==> src/rtl/rv32_pkg.sv <==
// Shared types for the RV32 pipeline control unit: FSM states, the
// enable/flush bundle, and the load-use hazard detector.
package rv32_pkg;

    typedef enum logic {
        PC_RUN      = 1'b0,
        PC_MEM_WAIT = 1'b1
    } pipe_ctrl_state_e;

    typedef struct packed {
        logic pc_en;
        logic if_id_en;
        logic id_ex_en;
        logic ex_mm_en;
        logic mm_wb_en;
        logic if_id_flush;
        logic id_ex_flush;
    } pipe_ctrl_t;

    localparam pipe_ctrl_t CTRL_RUN    = 7'b11111_00;
    localparam pipe_ctrl_t CTRL_FREEZE = 7'b00000_00;

    // x0 is hardwired, so a load targeting it never creates a hazard.
    function automatic logic load_use_hazard(
        input logic [4:0] rs1, input logic [4:0] rs2,
        input logic       use_rs1, input logic use_rs2,
        input logic [4:0] rd, input logic we, input logic is_load
    );
        return is_load && we && (rd != 5'd0) &&
               ((use_rs1 && (rs1 == rd)) || (use_rs2 && (rs2 == rd)));
    endfunction

endpackage

==> src/rtl/pipe_ctrl_unit_sat_counter.sv <==
// Saturating up-counter with synchronous clear; holds at all-ones.
module sat_counter #(
    parameter int W = 32
) (
    input  logic         clk_i,
    input  logic         clr_i,
    input  logic         en_i,
    output logic [W-1:0] q_o
);

    logic [W-1:0] cnt_q;

    always_ff @(posedge clk_i) begin
        if (clr_i) begin
            cnt_q <= '0;
        end else if (en_i && (cnt_q != {W{1'b1}})) begin
            cnt_q <= cnt_q + 1'b1;
        end
    end

    assign q_o = cnt_q;

endmodule

==> src/rtl/pipe_ctrl_unit.sv <==
// Stall/flush sequencer for the 5-stage RV32 pipeline: combinational stage
// enables/flushes, a dmem wait FSM with sticky timeout, and perf counters.
module pipe_ctrl_unit
    import rv32_pkg::*;
#(
    parameter int CNT_W        = 32,
    parameter int MAX_MEM_WAIT = 64
) (
    input  logic             clk_i,
    input  logic             rst_ni,
    input  logic [4:0]       id_rs1_i,
    input  logic [4:0]       id_rs2_i,
    input  logic             id_use_rs1_i,
    input  logic             id_use_rs2_i,
    input  logic [4:0]       ex_rd_i,
    input  logic             ex_we_i,
    input  logic             ex_is_load_i,
    input  logic             ex_redirect_i,
    input  logic             dmem_req_i,
    input  logic             dmem_rsp_i,
    input  logic             if_busy_i,
    output logic             pc_en_o,
    output logic             if_id_en_o,
    output logic             id_ex_en_o,
    output logic             ex_mm_en_o,
    output logic             mm_wb_en_o,
    output logic             if_id_flush_o,
    output logic             id_ex_flush_o,
    output logic [CNT_W-1:0] stall_cnt_o,
    output logic [CNT_W-1:0] flush_cnt_o,
    output logic             mem_timeout_o
);

    localparam int              WAIT_W   = (MAX_MEM_WAIT < 2) ? 1 : $clog2(MAX_MEM_WAIT + 1);
    localparam logic [WAIT_W-1:0] WAIT_MAX = WAIT_W'(MAX_MEM_WAIT);
    localparam bit              TO_EN    = (MAX_MEM_WAIT != 0);

    pipe_ctrl_state_e  state_q, state_d, state_eff;
    logic [WAIT_W-1:0] wait_cnt_q, wait_inc;
    logic              timeout_q;
    logic              mem_freeze, load_use;
    pipe_ctrl_t        ctrl;

    // While reset is asserted the outputs follow RUN, whatever state_q holds.
    assign state_eff = rst_ni ? state_q : PC_RUN;

    assign mem_freeze = ((state_eff == PC_RUN) && dmem_req_i && !dmem_rsp_i) ||
                        ((state_eff == PC_MEM_WAIT) && !dmem_rsp_i);

    assign load_use = load_use_hazard(id_rs1_i, id_rs2_i, id_use_rs1_i, id_use_rs2_i,
                                      ex_rd_i, ex_we_i, ex_is_load_i);

    always_comb begin
        ctrl = CTRL_RUN;
        if (mem_freeze) begin
            ctrl = CTRL_FREEZE;
        end else if (ex_redirect_i) begin
            ctrl.if_id_flush = 1'b1;
            ctrl.id_ex_flush = 1'b1;
        end else if (load_use) begin
            ctrl.pc_en       = 1'b0;
            ctrl.if_id_en    = 1'b0;
            ctrl.id_ex_flush = 1'b1;
        end else if (if_busy_i) begin
            ctrl.pc_en       = 1'b0;
            ctrl.if_id_flush = 1'b1;
        end
    end

    always_comb begin
        state_d = state_q;
        case (state_q)
            PC_RUN:      if (dmem_req_i && !dmem_rsp_i) state_d = PC_MEM_WAIT;
            PC_MEM_WAIT: if (dmem_rsp_i) state_d = PC_RUN;
            default:     state_d = PC_RUN;
        endcase
    end

    assign wait_inc = wait_cnt_q + 1'b1;

    // Only frozen MEM_WAIT cycles count; the response cycle ends the wait.
    always_ff @(posedge clk_i) begin
        if (!rst_ni) begin
            state_q    <= PC_RUN;
            wait_cnt_q <= '0;
            timeout_q  <= 1'b0;
        end else begin
            state_q <= state_d;
            if (state_q == PC_RUN) begin
                wait_cnt_q <= '0;
            end else if (!dmem_rsp_i) begin
                if (wait_cnt_q != WAIT_MAX) wait_cnt_q <= wait_inc;
                if (TO_EN && (wait_inc == WAIT_MAX)) timeout_q <= 1'b1;
            end
        end
    end

    sat_counter #(.W(CNT_W)) u_stall_cnt (
        .clk_i (clk_i),
        .clr_i (!rst_ni),
        .en_i  (!ctrl.pc_en),
        .q_o   (stall_cnt_o)
    );

    sat_counter #(.W(CNT_W)) u_flush_cnt (
        .clk_i (clk_i),
        .clr_i (!rst_ni),
        .en_i  (!mem_freeze && ex_redirect_i),
        .q_o   (flush_cnt_o)
    );

    assign pc_en_o       = ctrl.pc_en;
    assign if_id_en_o    = ctrl.if_id_en;
    assign id_ex_en_o    = ctrl.id_ex_en;
    assign ex_mm_en_o    = ctrl.ex_mm_en;
    assign mm_wb_en_o    = ctrl.mm_wb_en;
    assign if_id_flush_o = ctrl.if_id_flush;
    assign id_ex_flush_o = ctrl.id_ex_flush;
    assign mem_timeout_o = timeout_q;

endmodule
==> config.mk <==
export PLATFORM = sky130hd
export DESIGN_NAME = pipe_ctrl_unit
export DESIGN_NICKNAME = d
export VERILOG_FILES = /design/src/rtl/rv32_pkg.sv /design/src/rtl/pipe_ctrl_unit_sat_counter.sv /design/src/rtl/pipe_ctrl_unit.sv
export SDC_FILE = /design/constraint.sdc
export NUM_CORES = 1
export LEC_CHECK = 0
export ABC_CLOCK_PERIOD_IN_PS = 2300
export BUFFER_PORTS_ARGS = -buffer_cell sky130_fd_sc_hd__buf_2
export CORE_ASPECT_RATIO = 1.75
export CORE_UTILIZATION = 50
export CTS_CLUSTER_DIAMETER = 40
export DETAILED_ROUTE_END_ITERATION = 16
export MAX_ROUTING_LAYER = met4
export PLACE_DENSITY = 0.76
export SLEW_MARGIN = 40
export SYNTH_ARGS = -nofsm -noshare
export SYNTH_HDL_FRONTEND = slang
export SYNTH_SLANG_ARGS = --single-unit
==> constraint.sdc <==
create_clock -name clk_i -period 2.3 [get_ports clk_i]
set_input_delay 0.23 -clock clk_i [delete_from_list [all_inputs] [get_ports clk_i]]
set_output_delay 0.23 -clock clk_i [all_outputs]
set_load 0.02 [all_outputs]
==> key figures <==
Power and ir drop
  – Peak supply drop: 585.8 uV
  – P_int: 2272 uW
  – Power Dens Cells: 613.1 nW/um^2
  – Combinational share of power: 6.5%
  – Leak: 0.001862 uW
  – Seq pwr share: 44.3%
  – Sw Share: 21.64%
  – Net switching power: 627.2 uW
  – Power, Total: 2899 uW
  – Clock network power share: 49.2%

Critical path
  – Max FO, Critical Path: 62
  – WS Path Type: in -> out
  – RR Endpoint: u_stall_cnt.q_o[15]
  – CP Launch Type: primary input
  – CP endpoint kind: output pin
  – Critical Path AT: 1.87 ns
  – Worst r2r path cells: 6
  – Reg2Reg Launch Point: u_stall_cnt.q_o[0]
  – Internal reg-to-reg setup slack: 0.22 ns
  – Required time of the worst setup path: 2.07 ns

STA
  – Max-slew headroom: 69.11%
  – Aggregate negative setup slack: 0 ns
  – Tcrit/Tclk final: 91.44%
  – Slew of the pin with the lowest slew margin: 0.4616 ns
  – Final setup fails: 0
  – Clock skew after layout: 0.003856 ns
  – RSZ-0062 raised after global routing: no
  – Slew Limit Fails: 0
  – Fmax: 0.4755 GHz
  – Fin crit period: 2.103 ns
  – Final hold violation count: 0
  – Hold Worst Slack: 0.1554 ns

Logic synthesis
  – Synth Area in Simple Gates: 32.21%
  – Syn Area/Cell: 8.147 um^2
  – Syn Inst Count: 473
  – Synth Area in Compound Gates: 12.92%
  – Post-synth EDFFs: 0
  – Top post-synthesis cells by area: dfxtp_1, xnor2_1, nor2_1
  – Top cell type's share of synthesized area: 37.92%
  – XOR/XNOR Fraction of Synth Area: 9.773%
  – Post-synth top area cell: dfxtp_1
  – Synth Area in Adders: 1.299%
  – FFs w/ async S/R, synth: 0%
  – Net Count, Synth: 502
  – Mapped Area: 3854 um^2
  – Distinct cells, synth: 47
  – Ys flop type: dfxtp_1
  – Yosys warns: 0
  – Synthesized flop and latch total: 73
  – Main combinational cell family by area after synthesis: simple AND/OR/NAND/NOR gates
  – Mux cell area share after synthesis: 1.299%
  – Most common cell in the netlist: dfxtp_1
  – Commonest cells post-synth: dfxtp_1, nor2_1, nand2_1, a21oi_1, nand4_1
  – Seq/Total Area, Yosys: 37.92%

Finish
  – Fraction of layout cells with a size suffix above 1: 23.39%
  – Post-Layout Cell Count: 661
  – Sequential cell area: 1461 um^2
  – Antenna Cells: 0
  – Multi-input logic area: 2216 um^2
  – Fin nets: 597
  – Synthesis-to-layout area growth: 22.69%
  – Fillers: 686

Floorplanning
  – Initial Utilization: 51.28%
  – Core area: 7515 um^2
  – I/O pin count: 97
  – Die Width: 68.37 um
  – Die height: 118.1 um
  – Num rows: 42
  – DIE AREA: 8076 um^2

Clock network
  – Clk sinks: 73
  – Cts repair resizes: 0
  – CTS tree: yes
  – Clock root buffer: clkbuf_16
  – Clock buffer depth: 2
  – Worst skew pair latency: 0.33 ns
  – CTS clk-pin slew, worst paths: 0.05 ns
  – Hold Buf Count CTS: 0
  – Total CTS buffers: 9
  – Post-CTS setup buffers: 0
  – H-tree lvl count: 3

Run status
  – Outcome: complete, no violations

Flow run
  – Max_cap viols: 0

Min path
  – Hold Path Origin: dmem_rsp_i
  – Hold Path Depth: 2
  – Worst hold path class: in -> reg
  – WHS Endpoint: state_q

Global route
  – GR Util All Layers: 25.22%
  – Vias in the first global route: 3,451
  – First-pass GRT wire length: 15,350 um
  – Largest net degree at the start of global routing: 63
  – GR Overflow Total: 0
  – Initial antenna violation count: 0

Drt
  – Antenna Nets Post-Route: 0
  – DRC violations left: 0
  – Iteration-0 DRC Markers: 222
  – Via Count: 3,852
  – Via-to-Cell Ratio: 5.828
  – WL final: 9468 um
  – TritonRoute pass-1 iters: 4
  – Wire per inst: 14.32 um

Placed design
  – Port-buffer cells: 96
  – Gpl congestion: 0.8460
  – Hpwl dp: 6923 um
  – Placed cells: 645
worst max path at each step:
stage,to,startpoint,slack [ns]
2_1_floorplan,u_stall_cnt.q_o[15],u_stall_cnt.q_o[14],0.25
3_3_place_gp,pc_en_o,ex_rd_i[0],0.23
3_5_place_dp,pc_en_o,ex_rd_i[0],0.22
4_1_cts,pc_en_o,ex_rd_i[0],0.21
5_1_grt,u_stall_cnt.q_o[26],u_stall_cnt.q_o[18],0.04
6_report,pc_en_o,ex_rd_i[0],0.20
layout make-up:
class	instances	share of cell area (%)
Clock inverter	2	0.7409
Multi-Input combinational cell	365	46.86
Inverter	9	0.7145
Tap cell	88	2.329
Sequential cell	73	30.91
Timing Repair Buffer	110	12.65
Clock buffer	14	5.795
sequential cells by signal, indices dropped and copies added (netlist names):
signal / count
wait_cnt_q: 7
mem_timeout_o: 1
state_q: 1
u_flush_cnt.q_o: 32
u_stall_cnt.q_o: 32
metrics by stage:
stage                     setup slack, ns  util (%)  instance area, um^2
after floorplan                    0.2492         -                 3854
after global placement             0.2254     58.81                 4419
after detailed placement           0.2170     58.81                 4419
after CTS                          0.2144     62.92                 4728
after global routing              0.03645     62.92                 4728
final                              0.1970     62.92                 4728
critical path, stage by stage:
cell      delay [ns]
buf_2           0.13
or3_1           0.37
o311a_1         0.30
and2_1          0.20
a21boi_4        0.18
buf_12          0.24
buf_2           0.21
power groups by stage:
stage          clock network, uW  registers (uW)  logic, uW
2_1_floorplan                  0            1320        120
3_3_place_gp                   0            1310        185
3_5_place_dp                   0            1310        189
4_1_cts                     1450            1280        189
5_1_grt                     1510            1280        207
6_report                    1430            1280        189
metal layers:
metal / track usage [%] / vias up / part of all wire [%]
met5: - / - / 0
li1: - / 1893 / -
met3: 4.440 / 16 / 3.5
met2: 43.26 / 90 / 54
met1: 27.25 / 1853 / 40
met4: 10.55 / 0 / 2.4
layout by cell type (no fill, tap or decap), types with 20 or more instances in the layout:
cell type / netlist / routed
nor2_1: 51 / 51
xnor2_1: 23 / 23
xor2_1: 20 / 20
nand3_1: 26 / 26
nand4_1: 27 / 27
buf_2: 6 / 96
a21oi_1: 31 / 31
dfxtp_1: 73 / 73
or3_1: 20 / 20
nand2_1: 37 / 37
cells by family (layout without fill, tap and decap cells):
kind of cell,Yosys count,after routing
compound gates,81,81
xor+xnor,43,43
fa+ha+maj,4,4
buf+inv,35,135
flops,73,73
mux,5,5
simple gates,232,232
No activity file was read; power rests on OpenSTA's default activity.
